--- config.mk ---
export PLATFORM = sky130hd
export DESIGN_NAME = mole_level_controller_flat
export DESIGN_NICKNAME = d
export VERILOG_FILES = /design/src/rtl/mole_level_controller_if.sv /design/src/rtl/mole_level_controller.sv /design/src/flat_wrapper.sv
export SDC_FILE = /design/constraint.sdc
export NUM_CORES = 1
export LEC_CHECK = 0
export CELL_PAD_IN_SITES_DETAIL_PLACEMENT = 0
export CELL_PAD_IN_SITES_GLOBAL_PLACEMENT = 1
export CORE_MARGIN = 2
export CORE_UTILIZATION = 51
export CTS_CLUSTER_DIAMETER = 120
export DETAILED_ROUTE_END_ITERATION = 10
export DONT_BUFFER_PORTS = 1
export PLACE_DENSITY_LB_ADDON = 0.1
export SYNTH_ARGS = -nofsm -noshare
export SYNTH_HDL_FRONTEND = slang
export SYNTH_SLANG_ARGS = --single-unit
--- constraint.sdc ---
create_clock -name clock -period 5.35 [get_ports clock]
set_input_delay 0.8025 -clock clock [delete_from_list [all_inputs] [get_ports clock]]
set_output_delay 0.8025 -clock clock [all_outputs]
set_load 0.03 [all_outputs]
--- src/rtl/mole_level_controller_if.sv ---
// mole_level_controller_if
// Groups the game-sequencer signals into one bundle.
//   start     : player start button (level signal)
//   hit       : one-cycle pulse per successful whack
//   game      : high while a round is being played
//   speed     : 28-bit rate-counter reload value
//   level     : current difficulty level 0..3
//   level_up  : one-cycle pulse when level increments
//   score     : hits this round, saturating at 255
//   time_left : seconds remaining in the round
//   game_over : high once the round has ended
// The slave modport is the controller; master is the surrounding logic.
interface mole_level_controller_if;
    logic        start;
    logic        hit;
    logic        game;
    logic [27:0] speed;
    logic [1:0]  level;
    logic        level_up;
    logic [7:0]  score;
    logic [5:0]  time_left;
    logic        game_over;

    modport slave (
        input  start, hit,
        output game, speed, level, level_up, score, time_left, game_over
    );

    modport master (
        output start, hit,
        input  game, speed, level, level_up, score, time_left, game_over
    );
endinterface

--- src/rtl/mole_level_controller.sv ---
// mole_level_controller
// Round sequencer for the whack-a-mole datapath: IDLE -> ARM -> PLAY -> OVER.
// Runs a seconds timer during PLAY, counts hits, raises the level every
// HITS_PER_LEVEL hits (up to 3) and supplies the mole rate reload value.
// Ports:
//   clock : single rising-edge clock
//   reset : synchronous, active-high
//   bus   : mole_level_controller_if.slave (start/hit in, status out)
module mole_level_controller #(
    parameter int          TICKS_PER_SEC  = 50_000_000,
    parameter int          ROUND_SECONDS  = 30,
    parameter int          HITS_PER_LEVEL = 5,
    parameter logic [27:0] SPEED_L0       = 28'd50_000_000,
    parameter logic [27:0] SPEED_STEP     = 28'd10_000_000
) (
    input  logic                    clock,
    input  logic                    reset,
    mole_level_controller_if.slave  bus
);

    localparam int PW = (TICKS_PER_SEC > 1) ? $clog2(TICKS_PER_SEC) : 1;
    localparam logic [PW-1:0] TICK_LAST = PW'(TICKS_PER_SEC - 1);
    localparam logic [5:0]    ROUND_LEN = 6'(ROUND_SECONDS);
    localparam logic [3:0]    HIT_LAST  = 4'(HITS_PER_LEVEL - 1);

    typedef enum logic [1:0] {IDLE, ARM, PLAY, OVER} state_t;

    state_t        state_reg;
    logic          start_q_reg;
    logic [PW-1:0] presc_reg;
    logic [5:0]    time_left_reg;
    logic [1:0]    level_reg;
    logic          level_up_reg;
    logic [7:0]    score_reg;
    logic [3:0]    hit_cnt_reg;
    logic [27:0]   speed_reg;

    logic start_rise;
    logic sec_tick;
    logic round_end;
    logic hit_take;
    logic level_inc;

    always_comb begin
        start_rise = bus.start & ~start_q_reg;
        sec_tick   = (state_reg == PLAY) && (presc_reg == '0);
        round_end  = sec_tick && (time_left_reg == 6'd1);
        hit_take   = (state_reg == PLAY) && bus.hit;
        level_inc  = hit_take && (hit_cnt_reg == HIT_LAST) && (level_reg != 2'd3);
    end

    always_ff @(posedge clock) begin
        if (reset) begin
            state_reg     <= IDLE;
            start_q_reg   <= 1'b0;
            presc_reg     <= '0;
            time_left_reg <= '0;
            level_reg     <= '0;
            level_up_reg  <= 1'b0;
            score_reg     <= '0;
            hit_cnt_reg   <= '0;
            speed_reg     <= SPEED_L0;
        end else begin
            start_q_reg  <= bus.start;
            level_up_reg <= 1'b0;
            case (state_reg)
                IDLE: begin
                    if (start_rise) state_reg <= ARM;
                end
                ARM: begin
                    time_left_reg <= ROUND_LEN;
                    presc_reg     <= TICK_LAST;
                    level_reg     <= '0;
                    score_reg     <= '0;
                    hit_cnt_reg   <= '0;
                    speed_reg     <= SPEED_L0;
                    state_reg     <= PLAY;
                end
                PLAY: begin
                    if (sec_tick) begin
                        presc_reg     <= TICK_LAST;
                        time_left_reg <= time_left_reg - 6'd1;
                    end else begin
                        presc_reg <= presc_reg - 1'b1;
                    end
                    if (round_end) state_reg <= OVER;

                    if (hit_take) begin
                        if (score_reg != 8'hFF) score_reg <= score_reg + 8'd1;
                        if (level_inc) begin
                            level_reg    <= level_reg + 2'd1;
                            hit_cnt_reg  <= '0;
                            speed_reg    <= speed_reg - SPEED_STEP;
                            // The level still advances on the final edge, but the
                            // pulse would land in OVER, so it is suppressed there.
                            level_up_reg <= ~round_end;
                        end else if (level_reg == 2'd3) begin
                            hit_cnt_reg <= '0;
                        end else begin
                            hit_cnt_reg <= hit_cnt_reg + 4'd1;
                        end
                    end
                end
                OVER: begin
                    if (start_rise) state_reg <= ARM;
                end
                default: state_reg <= IDLE;
            endcase
        end
    end

    assign bus.game      = (state_reg == PLAY);
    assign bus.game_over = (state_reg == OVER);
    assign bus.speed     = speed_reg;
    assign bus.level     = level_reg;
    assign bus.level_up  = level_up_reg;
    assign bus.score     = score_reg;
    assign bus.time_left = time_left_reg;

endmodule
--- src/flat_wrapper.sv ---
// flat-port wrapper written by rule: the top's interface ports become plain ports
module mole_level_controller_flat 
#(
    parameter int          TICKS_PER_SEC  = 50_000_000,
    parameter int          ROUND_SECONDS  = 30,
    parameter int          HITS_PER_LEVEL = 5,
    parameter logic [27:0] SPEED_L0       = 28'd50_000_000,
    parameter logic [27:0] SPEED_STEP     = 28'd10_000_000
)
  (clock, reset, bus_start, bus_hit, bus_game, bus_speed, bus_level, bus_level_up, bus_score, bus_time_left, bus_game_over);
  mole_level_controller_if bus_i ();
  input  logic clock;
  input  logic reset;
  input wire logic [$bits(bus_i.start)-1:0] bus_start;
  input wire logic [$bits(bus_i.hit)-1:0] bus_hit;
  output wire logic [$bits(bus_i.game)-1:0] bus_game;
  output wire logic [$bits(bus_i.speed)-1:0] bus_speed;
  output wire logic [$bits(bus_i.level)-1:0] bus_level;
  output wire logic [$bits(bus_i.level_up)-1:0] bus_level_up;
  output wire logic [$bits(bus_i.score)-1:0] bus_score;
  output wire logic [$bits(bus_i.time_left)-1:0] bus_time_left;
  output wire logic [$bits(bus_i.game_over)-1:0] bus_game_over;
  assign bus_i.start = bus_start;
  assign bus_i.hit = bus_hit;
  assign bus_game = bus_i.game;
  assign bus_speed = bus_i.speed;
  assign bus_level = bus_i.level;
  assign bus_level_up = bus_i.level_up;
  assign bus_score = bus_i.score;
  assign bus_time_left = bus_i.time_left;
  assign bus_game_over = bus_i.game_over;
  mole_level_controller #(.TICKS_PER_SEC(TICKS_PER_SEC), .ROUND_SECONDS(ROUND_SECONDS), .HITS_PER_LEVEL(HITS_PER_LEVEL), .SPEED_L0(SPEED_L0), .SPEED_STEP(SPEED_STEP)) u_core (.clock(clock), .reset(reset), .bus(bus_i));
endmodule
==> out/qor.txt <==
share of layout cells above drive strength 1 - 7.66%
Vias - 3001
TritonCTS clock tree - yes
delay-heaviest family, CP - simple AND/OR/NAND/NOR gates
Cell Rows - 31
fin util - 54.5%
DR iter-0 viols - 129
Internal Pwr Total - 1.18 mW
P_leak - 1.39 nW
CP Cell Sequence - inv_1, ha_1, nor4_1, nand3_2, or3_2, xor2_1, nor3_1
htree depth - 3
1st-pass router iterations - 4
CTS root buf - clkbuf_8
Clock Path Buffers - 2
sw frac - 44.4%
Post-Syn Area - 3700 µm²
Port Buffers - 0
Antenna Cells - 0
crit path launch - u_core.state_reg[0]
R2R Path Start - u_core.state_reg[0]
Max Cap Viol - 0
Chip Height - 89.1 µm
clock network power share - 17.7%
unrepaired setup endpoints after global routing - false
post-CTS sizing - 0
Data required, critical path - 5.61 ns
Worst setup SP type - flop
design area - 3890 µm²
Hold Startpoint - u_core.hit_cnt_reg[1]
Final Setup Violations - 0
Power Density - 544 nW/µm²
grt total ovfl - 0
number of synthesized flops with an enable pin - 0
area occupied by multi-input gates - 2120 µm²
fillers - 695
Critical Path Max Stage Delay - 0.81 ns
Least-Margin Pin Slew - 1.23 ns
crit share post-route - 58.6%
synth warn - 0
Final Non-Filler Cells - 530
initial core utilization - 51.8%
Syn Area/Cell - 8.50 µm²
cell area after placement - 3730 µm²
# Post-CTS Setup Buffers - 0
Crit. End Element - flop
Post-CTS Hold Buffers - 0
register area share after synthesis - 38.5%
Antenna Nets Post-Route - 0
Wirelength per Cell - 14.8 µm
Worst slew margin - 17.7%
switching power - 0.941 mW
flops & latches, synth - 71
fin crit period - 3.13 ns
largest net degree at the start of global routing - 49
area delta synth->final - 5.28%
clock latency on the worst-skew pair - 0.34 ns
Mapped Cells - 435
reg2reg setup slack - 2.22 ns
register area - 1420 µm²
die area - 7940 µm²
Hold Fails Final Rpt - 0
Fin Clk Skew - 0.0102 ns
WP data arrival - 3.39 ns
crit path max fanout - 29
drt drc - 0
combinational share of power - 40.6%
total routed wirelength - 7.86 mm
clk slew on worst S/H paths - 0.07 ns
RR Endpoint - u_core.presc_reg[11]
fin. max-slew vios - 0
Reg2Reg Depth - 7
Worst Hold Class - reg2reg
number of global-route vias before repair - 2731
slowest CP cell - nor4_1
library cells used by synthesis - 62
GR Util All Layers - 20.3%
routability cong. - 0.804
Max VDD drop - 232 µV
Post-Place Cells - 516
Inserted Clock Buffers - 9
first-pass GRT wire length - 12.8 mm
Fmax - 319 MHz
sequential share of power - 41.7%
Most used DFF post-synth - dfxtp_1
Largest register FFs - 26
HPWL Detailed - 5.38 mm
clk sink count - 71
Hold EP - u_core.hit_cnt_reg[1]
CP Buf/Inv Count - 1
total power - 2.12 mW
initial antenna violation count - 0
boundary pin count - 51
NumNets Final - 444
Die Wd - 89.1 µm
hold path depth - 2
kind of critical path - reg2reg
area of the core - 7140 µm²
setup TNS - 0 ns
Post-synth ARST share - 0%
status - finished clean
Via density - 5.66
-- cell usage in the layout, fill, tap and decap left out, drive strengths merged, types with 2 or more instances in the layout --
cell / instances
dfxtp: 71
nor2: 43
xnor2: 34
nor3: 33
a21oi: 32
nand2: 31
nor4: 16
inv: 14
clkbuf: 13
ha: 12
o21ai: 12
nand3: 12
xor2: 11
nand4: 8
or3: 8
conb: 7
or2: 5
nand2b: 5
a31oi: 5
o21a: 4
a211oi: 4
nor2b: 3
o21bai: 3
o41ai: 3
and3: 3
nand3b: 3
o211a: 2
and4b: 2
a211o: 2
nor4b: 2
o211ai: 2
a31o: 2
a311oi: 2
mux2i: 2
clkinv: 2
nand4b: 2
or4b: 2
-- cells by family after synthesis --
family / share of synthesized area [%]
adder cells (fa/ha/maj): 4.06
buffers and inverters: 4.84
flip-flops: 38.5
AND/OR/NAND/NOR: 27.5
XOR/XNOR: 10.7
AO/OA/AOI/OAI: 13.6
multiplexers: 0.846
other: 0.101
-- worst max path at each step --
stage	slack [ns]	to	cells past startpoint
after CTS	2.21	u_core.presc_reg[12]	7
after detailed placement	2.23	u_core.presc_reg[11]	7
after global placement	2.31	u_core.presc_reg[12]	7
after global routing	1.98	u_core.presc_reg[25]	7
final	2.22	u_core.presc_reg[11]	7
after floorplan	2.87	u_core.presc_reg[11]	8
-- worst register-to-register path: cells and delay by family (launching register included) --
kind | cells | cell delay (ns)
simple gates | 4 | 1.79
fa+ha+maj | 1 | 0.65
flops | 1 | 0.39
xor+xnor | 1 | 0.15
buf+inv | 1 | 0.08
-- power by group through the flow --
| stage | Sequential, mW | Combinational, mW | Clock (mW) |
|---|---|---|---|
| after floorplan | 0.850 | 0.730 | 0 |
| after global placement | 0.891 | 0.857 | 0 |
| after detailed placement | 0.893 | 0.867 | 0 |
| after CTS | 0.883 | 0.871 | 0.387 |
| after global routing | 0.902 | 0.975 | 0.406 |
| final | 0.883 | 0.860 | 0.375 |
-- synth_stat cells (2+ instances only) --
cell type	instances	area share [%]
nand4_1	8	1.4
nor3_1	31	4.2
a311oi_1	2	0.47
and3_1	3	0.51
o41ai_1	3	0.71
nor4_1	14	2.4
a31o_2	2	0.47
xnor2_1	34	8.1
a211o_1	2	0.47
or3_2	2	0.41
ha_1	12	4.1
nand3_1	11	1.5
nor2b_1	3	0.51
o21a_1	4	0.81
or3_1	6	1.0
and4b_1	2	0.54
nand2_1	31	3.1
buf_4	7	1.4
nand2b_1	5	0.85
o211a_1	2	0.54
a31oi_1	5	0.85
nor4b_1	2	0.47
mux2i_1	2	0.54
nor2_1	43	4.4
buf_2	2	0.27
clkbuf_1	15	1.5
a211oi_1	4	0.81
or2_2	5	0.85
inv_1	14	1.4
dfxtp_1	71	38
o21ai_0	11	1.5
nand3b_1	3	0.61
o211ai_1	2	0.41
a21oi_1	32	4.3
o21bai_1	3	0.61
xor2_1	11	2.6
-- per-stage QoR --
| stage | hold slack [ns] | setup slack, ns |
|---|---|---|
| after CTS | 0.492 | 2.21 |
| after floorplan | 0.462 | 2.87 |
| final | 0.489 | 2.22 |
| after global routing | 0.516 | 1.98 |
| after global placement | 0.482 | 2.31 |
| after detailed placement | 0.482 | 2.23 |
-- area by class of cell --
cell class | count | area share, %
Multi-Input combinational cell | 330 | 54.4
Sequential cell | 71 | 36.5
Clock buffer | 13 | 4.08
Tap cell | 99 | 3.18
Inverter | 15 | 1.45
Timing Repair Buffer | 1 | 0.193
Clock inverter | 1 | 0.129
-- layer usage --
metal | up-vias | GRT usage (%) | routed length, µm | share of wire, %
li1 | 1524 | - | - | -
met1 | 1409 | 26.7 | 3680 | 47
met2 | 59 | 33.4 | 3760 | 48
met3 | 9 | 3.88 | 299 | 3.8
met4 | 0 | 6.92 | 112 | 1.4
met5 | - | 0 | 0 | 0
(Power assumes the default switching activity.)
